**src/rtl/pipeline_pkg.sv**
```systemverilog
// Shared pipeline constants: branch comparator op encodings, branch/PC FSM states, reset PC.
package pipeline_pkg;

  typedef enum logic [2:0] {
    CMP_NONE = 3'd0,
    CMP_BGEZ = 3'd1,
    CMP_BEQ  = 3'd2,
    CMP_BNE  = 3'd3,
    CMP_BGTZ = 3'd4,
    CMP_BLEZ = 3'd5,
    CMP_BLTZ = 3'd6
  } cmp_op_e;

  typedef enum logic {
    ST_RUN    = 1'b0,
    ST_SQUASH = 1'b1
  } pc_state_e;

  localparam logic [31:0] RESET_PC_DEFAULT = 32'h0000_0000;

endpackage

```
**src/rtl/branch_target_calc.sv**
```systemverilog
// Combinational control-transfer select for the ID stage: priority JR > J > taken branch.
// Produces the target address and whether any transfer is requested (state/stall gating is in the top).
module branch_target_calc
  import pipeline_pkg::*;
#(
  parameter int PC_WIDTH = 32
) (
  input  logic [2:0]          compare_op,
  input  logic                id_compare,
  input  logic                jump,
  input  logic                jump_reg,
  input  logic [PC_WIDTH-1:0] id_pc4,
  input  logic [31:0]         imm_offset,
  input  logic [25:0]         jump_index,
  input  logic [PC_WIDTH-1:0] reg_target,
  output logic                take,
  output logic [PC_WIDTH-1:0] target
);

  logic [PC_WIDTH-1:0] branch_off;
  logic [PC_WIDTH-1:0] branch_target;
  logic [PC_WIDTH-1:0] jump_target;
  logic                branch_taken;

  // Sign-extend to PC width before scaling; the add wraps modulo 2^PC_WIDTH.
  assign branch_off    = PC_WIDTH'($signed(imm_offset)) << 2;
  assign branch_target = id_pc4 + branch_off;
  assign jump_target   = {id_pc4[PC_WIDTH-1:28], jump_index, 2'b00};
  assign branch_taken  = (compare_op != CMP_NONE) && id_compare;

  always_comb begin
    take   = 1'b0;
    target = '0;
    if (jump_reg) begin
      take   = 1'b1;
      target = reg_target;
    end else if (jump) begin
      take   = 1'b1;
      target = jump_target;
    end else if (branch_taken) begin
      take   = 1'b1;
      target = branch_target;
    end
  end

endmodule

```
**src/rtl/branch_pc_unit.sv**
```systemverilog
// ID-stage PC register, redirect/flush control and saturating branch statistics.
// BRANCH_DELAY_SLOT_EN: delay-slot mode, no IF/ID flush and the SQUASH state is never entered.
module branch_pc_unit
  import pipeline_pkg::*;
#(
  parameter int                  PC_WIDTH  = 32,
  parameter logic [PC_WIDTH-1:0] RESET_PC  = PC_WIDTH'(RESET_PC_DEFAULT),
  parameter int                  CNT_WIDTH = 16
) (
  input  logic                 Clk,
  input  logic                 Rst,
  input  logic [2:0]           CompareOp,
  input  logic                 IDCompare,
  input  logic                 Jump,
  input  logic                 JumpReg,
  input  logic [PC_WIDTH-1:0]  IDPC4,
  input  logic [31:0]          ImmOffset,
  input  logic [25:0]          JumpIndex,
  input  logic [PC_WIDTH-1:0]  RegTarget,
  input  logic                 Stall,
  output logic [PC_WIDTH-1:0]  PC,
  output logic                 IFIDWrite,
  output logic                 IFIDFlush,
  output logic                 Redirect,
  output logic [CNT_WIDTH-1:0] TakenCount,
  output logic [CNT_WIDTH-1:0] BranchCount
);

  pc_state_e            state_q, state_d;
  logic [PC_WIDTH-1:0]  pc_q, pc_d;
  logic [CNT_WIDTH-1:0] taken_cnt_q, taken_cnt_d;
  logic [CNT_WIDTH-1:0] branch_cnt_q, branch_cnt_d;

  logic                ctrl_take;
  logic [PC_WIDTH-1:0] ctrl_target;
  logic                evaluate;

  branch_target_calc #(
    .PC_WIDTH(PC_WIDTH)
  ) u_target_calc (
    .compare_op (CompareOp),
    .id_compare (IDCompare),
    .jump       (Jump),
    .jump_reg   (JumpReg),
    .id_pc4     (IDPC4),
    .imm_offset (ImmOffset),
    .jump_index (JumpIndex),
    .reg_target (RegTarget),
    .take       (ctrl_take),
    .target     (ctrl_target)
  );

  // ID contents are only trusted in RUN; in SQUASH they are a flushed bubble.
  assign evaluate  = (state_q == ST_RUN) && !Stall;
  assign Redirect  = evaluate && ctrl_take;
  assign IFIDWrite = !Stall;
`ifdef BRANCH_DELAY_SLOT_EN
  assign IFIDFlush = 1'b0;
`else
  assign IFIDFlush = Redirect;
`endif

  assign PC          = pc_q;
  assign TakenCount  = taken_cnt_q;
  assign BranchCount = branch_cnt_q;

  always_comb begin
    pc_d         = pc_q;
    state_d      = state_q;
    taken_cnt_d  = taken_cnt_q;
    branch_cnt_d = branch_cnt_q;

    if (!Stall) begin
      pc_d = Redirect ? ctrl_target : pc_q + PC_WIDTH'(4);
    end

    case (state_q)
      ST_RUN: begin
`ifndef BRANCH_DELAY_SLOT_EN
        if (Redirect) state_d = ST_SQUASH;
`endif
      end
      ST_SQUASH: begin
        if (!Stall) state_d = ST_RUN;
      end
      default: state_d = ST_RUN;
    endcase

    if (Redirect && (taken_cnt_q != '1)) begin
      taken_cnt_d = taken_cnt_q + CNT_WIDTH'(1);
    end
    if (evaluate && (CompareOp != CMP_NONE) && (branch_cnt_q != '1)) begin
      branch_cnt_d = branch_cnt_q + CNT_WIDTH'(1);
    end
  end

  always_ff @(posedge Clk) begin
    if (Rst) begin
      pc_q         <= RESET_PC;
      state_q      <= ST_RUN;
      taken_cnt_q  <= '0;
      branch_cnt_q <= '0;
    end else begin
      pc_q         <= pc_d;
      state_q      <= state_d;
      taken_cnt_q  <= taken_cnt_d;
      branch_cnt_q <= branch_cnt_d;
    end
  end

endmodule
```
**config.mk**
```make
export PLATFORM = sky130hd
export DESIGN_NAME = branch_pc_unit
export DESIGN_NICKNAME = d
export VERILOG_FILES = /design/src/rtl/pipeline_pkg.sv /design/src/rtl/branch_target_calc.sv /design/src/rtl/branch_pc_unit.sv
export SDC_FILE = /design/constraint.sdc
export NUM_CORES = 1
export LEC_CHECK = 0
export ABC_AREA = 1
export BUFFER_PORTS_ARGS = -buffer_cell sky130_fd_sc_hd__buf_2
export CAP_MARGIN = 0
export CORE_ASPECT_RATIO = 1.1
export CORE_MARGIN = 2
export CORE_UTILIZATION = 51
export CTS_CLUSTER_DIAMETER = 30
export DETAILED_ROUTE_END_ITERATION = 7
export PLACE_DENSITY = 0.79
export SETUP_SLACK_MARGIN = 0.02
export SYNTH_ARGS = -nofsm -noshare
export SYNTH_HDL_FRONTEND = slang
export SYNTH_SLANG_ARGS = --single-unit
```
**constraint.sdc**
```tcl
create_clock -name Clk -period 2.5 [get_ports Clk]
set_input_delay 0.375 -clock Clk [delete_from_list [all_inputs] [get_ports Clk]]
set_output_delay 0.375 -clock Clk [all_outputs]
set_load 0.005 [all_outputs]
```
==> flow_summary.yaml <==
run_status:
  status: "complete, no violations"
floorplanning:
  core-area_um2: 12500
  io_pins: 198
  start_util_pct: 51.7
  std_cell_rows: 43
  die_h_um: 122
  die_width_um: 111
  die-area_um2: 13600
final_layout:
  synthToLayoutAreaGrowth_pct: 22.4
  fin_nets: 1514
  drive_above_1_share_pct: 17.5
  layoutNonFillerInstCount: 1513
synth:
  synth_cell_types: 39
  syn_inst: 1165
  syn_avg_cell_area_um2: 5.56
  synth_edf_count: 0
  synth-seq-cells: 65
  syn_nets: 1329
  yosysSeqAreaShare_pct: 20.1
  syn_area_um2: 6480
  yosysWarnings: 0
  synth_ff_type: "dfxtp_1"
  async_flop_share_pct: 0
clocking:
  postCtsSetupBuffers: 0
  cts_buffers: 9
  h-tree-depth: 3
  cts.clk_slew.worst_paths_ns: 0.06
  cts.sinks: 65
  tritoncts: "yes"
  cts-hold-fix-buffers: 0
  ctsLongestPathBuffers: 2
  clk_latency_ns: 0.34
  cts-root-buf: "clkbuf_16"
  post_cts_resized: 0
placed_design:
  dp_hpwl_um: 17300
  dpl_worst_slack_ns: 0.0752
  dp.cells: 1496
  portBuffers: 195
  place.gp.congestion: 1.02
sta:
  slew_viol_final: 0
  setup_viol: 0
  rsz0062_at_grt: "no"
  tightest_slew_ns: 0.502
  min_period_ns: 2.10
  period_share_pct: 83.8
  fmax_mhz: 477
  final-hold-violation-count: 0
  fin_skew_ns: 0.00695
  setup_ws_ns: 0.404
  finalSetupTns_ns: 0
  relSlewSlack_pct: 66.3
critical_path:
  required_ns: 2.78
  rrSetupSlack_ns: 0.46
  reg2regPathDepth: 12
  crit_arrival_ns: 2.37
  crit_path_end_kind: "flip-flop"
  crit_fanout: 5
  crit_type: "in -> reg"
  r2r_end: "TakenCount[10]"
  timing.rr.start: "TakenCount[0]"
  critPathLaunchType: "input port"
drt:
  first_pass_iters: 5
  maxUsedRoutingLayer: "met4"
  antenna_left: 0
  wl_per_cell_um: 14.7
  vias_per_cell: 5.49
  wl_met3_um: 1570
  drc_errors: 0
  vias: 8303
  wl_met1_um: 8830
  initialDrtViolationCount: 896
  met2_length_um: 10800
  routed_wl_um: 22300
pwr:
  leakage_nw: 4.09
  power.density_nw_per_um2: 444
  irDropWorstVdd_uv: 446
grt:
  grt_use_total_pct: 32.0
  grt_pass1_wl_um: 35400
  grt_overflow: 0
  grt_max_degree: 46
  grt_pass1_vias: 7510
  antenna_found_initial: 1
hold_path:
  min_path_cells: 3
  hold_end: "PC[0]"
  hold_class: "in -> reg"
  min_from: "RegTarget[0]"
flow_run:
  maxCapViolCount: 0
-- power by group --
| part | switching [W] | internal, W | leakage, nW |
|---|---|---|---|
| Sequential | 0.0000656 | 0.00109 | 0.532 |
| Clock | 0.000479 | 0.000867 | 0.152 |
| Combinational | 0.000643 | 0.000383 | 3.40 |
-- per-stage QoR --
stage	util [%]	area, um2	hold slack, ns	power (W)
global route	63.3	7940	0.327	0.00371
CTS	63.3	7940	0.301	0.00351
detailed placement	60.8	7620	0.458	0.00217
floorplan	-	6480	0.445	0.00180
global placement	60.8	7620	0.452	0.00216
finish	63.3	7940	0.302	0.00352
-- critical path: stages --
cell	delay, ns
buf_2	0.08
ha_1	0.22
inv_1	0.07
fa_1	0.38
inv_1	0.12
nand3_1	0.08
nand3_1	0.19
nand2_1	0.09
nand2_1	0.13
nand3_1	0.08
nand2_1	0.09
nor2_1	0.04
o21ai_0	0.23
nand2_1	0.08
a21oi_1	0.12
-- cell type report --
| type | instances | area [um2] |
|---|---|---|
| Antenna cell | 1 | 2.50 |
| Clock buffer | 10 | 229 |
| Clock inverter | 6 | 82.6 |
| Fill cell | 1284 | 4600 |
| Inverter | 164 | 616 |
| Multi-Input combinational cell | 903 | 4420 |
| Sequential cell | 65 | 1300 |
| Tap cell | 157 | 196 |
| Timing Repair Buffer | 207 | 1090 |
-- synth_stat cells, types with 3 or more instances --
| library cell | n | share of area [%] |
|---|---|---|
| o211ai_1 | 8 | 0.93 |
| nor4_1 | 3 | 0.29 |
| ha_1 | 32 | 6.2 |
| xnor2_1 | 10 | 1.4 |
| a21oi_1 | 138 | 11 |
| dfxtp_1 | 65 | 20 |
| inv_1 | 159 | 9.2 |
| inv_2 | 4 | 0.23 |
| nor3_1 | 26 | 2.0 |
| o21bai_1 | 3 | 0.35 |
| xor2_1 | 19 | 2.6 |
| clkbuf_1 | 24 | 1.4 |
| nand4_1 | 12 | 1.2 |
| buf_2 | 6 | 0.46 |
| o21ai_0 | 74 | 5.7 |
| nor2_1 | 134 | 7.8 |
| nand2_2 | 3 | 0.29 |
| a21o_1 | 3 | 0.35 |
| nand2_1 | 348 | 20 |
| nand3_1 | 63 | 4.9 |
| nand3b_1 | 4 | 0.46 |
| a31oi_1 | 3 | 0.29 |
| or2_2 | 3 | 0.29 |
-- sequential cells by signal, indices dropped and copies added, names as in the netlist --
| register | count |
|---|---|
| BranchCount | 16 |
| PC | 32 |
| TakenCount | 16 |
| state_q | 1 |
-- cell families (layout without fill, tap and decap cells) --
family | count (synthesis) | count (layout) | share of synthesized area [%]
adder cells (fa/ha/maj) | 33 | 33 | 6.49
AND/OR/NAND/NOR | 604 | 604 | 38.4
other | 0 | 1 | 0
XOR/XNOR | 29 | 29 | 3.92
flip-flops | 65 | 65 | 20.1
buffers and inverters | 197 | 387 | 11.8
AO/OA/AOI/OAI | 237 | 237 | 19.4
-- per-layer routing --
layer | GRT usage [%] | vias to the layer above
li1 | - | 4124
met4 | 16.2 | 0
met3 | 4.79 | 72
met2 | 57.9 | 409
met5 | 0 | -
met1 | 36.9 | 3698
-- cell usage in the layout, fill, tap and decap left out, drive strengths merged --
master	instances
nor2	135
a32oi	2
o21bai	3
a21o	3
inv	163
dfxtp	65
nor3	28
clkinv	4
xor2	19
xnor2	10
and2	2
or2	3
nand3b	4
clkinvlp	1
nand3	63
diode	1
clkbuf	10
buf	207
nor3b	1
o221ai	1
a31oi	3
ha	32
o21a	1
nand2	351
o21ai	76
bufinv	2
nor4	4
fa	1
and3	1
a211oi	2
o211ai	8
a21oi	138
nand4	12
-- worst max path at each step --
stage	from	endpoint	slack, ns
after floorplan	IDPC4[2]	PC[16]	0.56
after global placement	IDPC4[2]	PC[18]	0.14
after detailed placement	IDPC4[2]	PC[18]	0.08
after CTS	IDPC4[2]	PC[18]	0.40
after global routing	IDPC4[2]	PC[18]	0.1
final	IDPC4[2]	PC[18]	0.40
(Power assumes the default switching activity.)
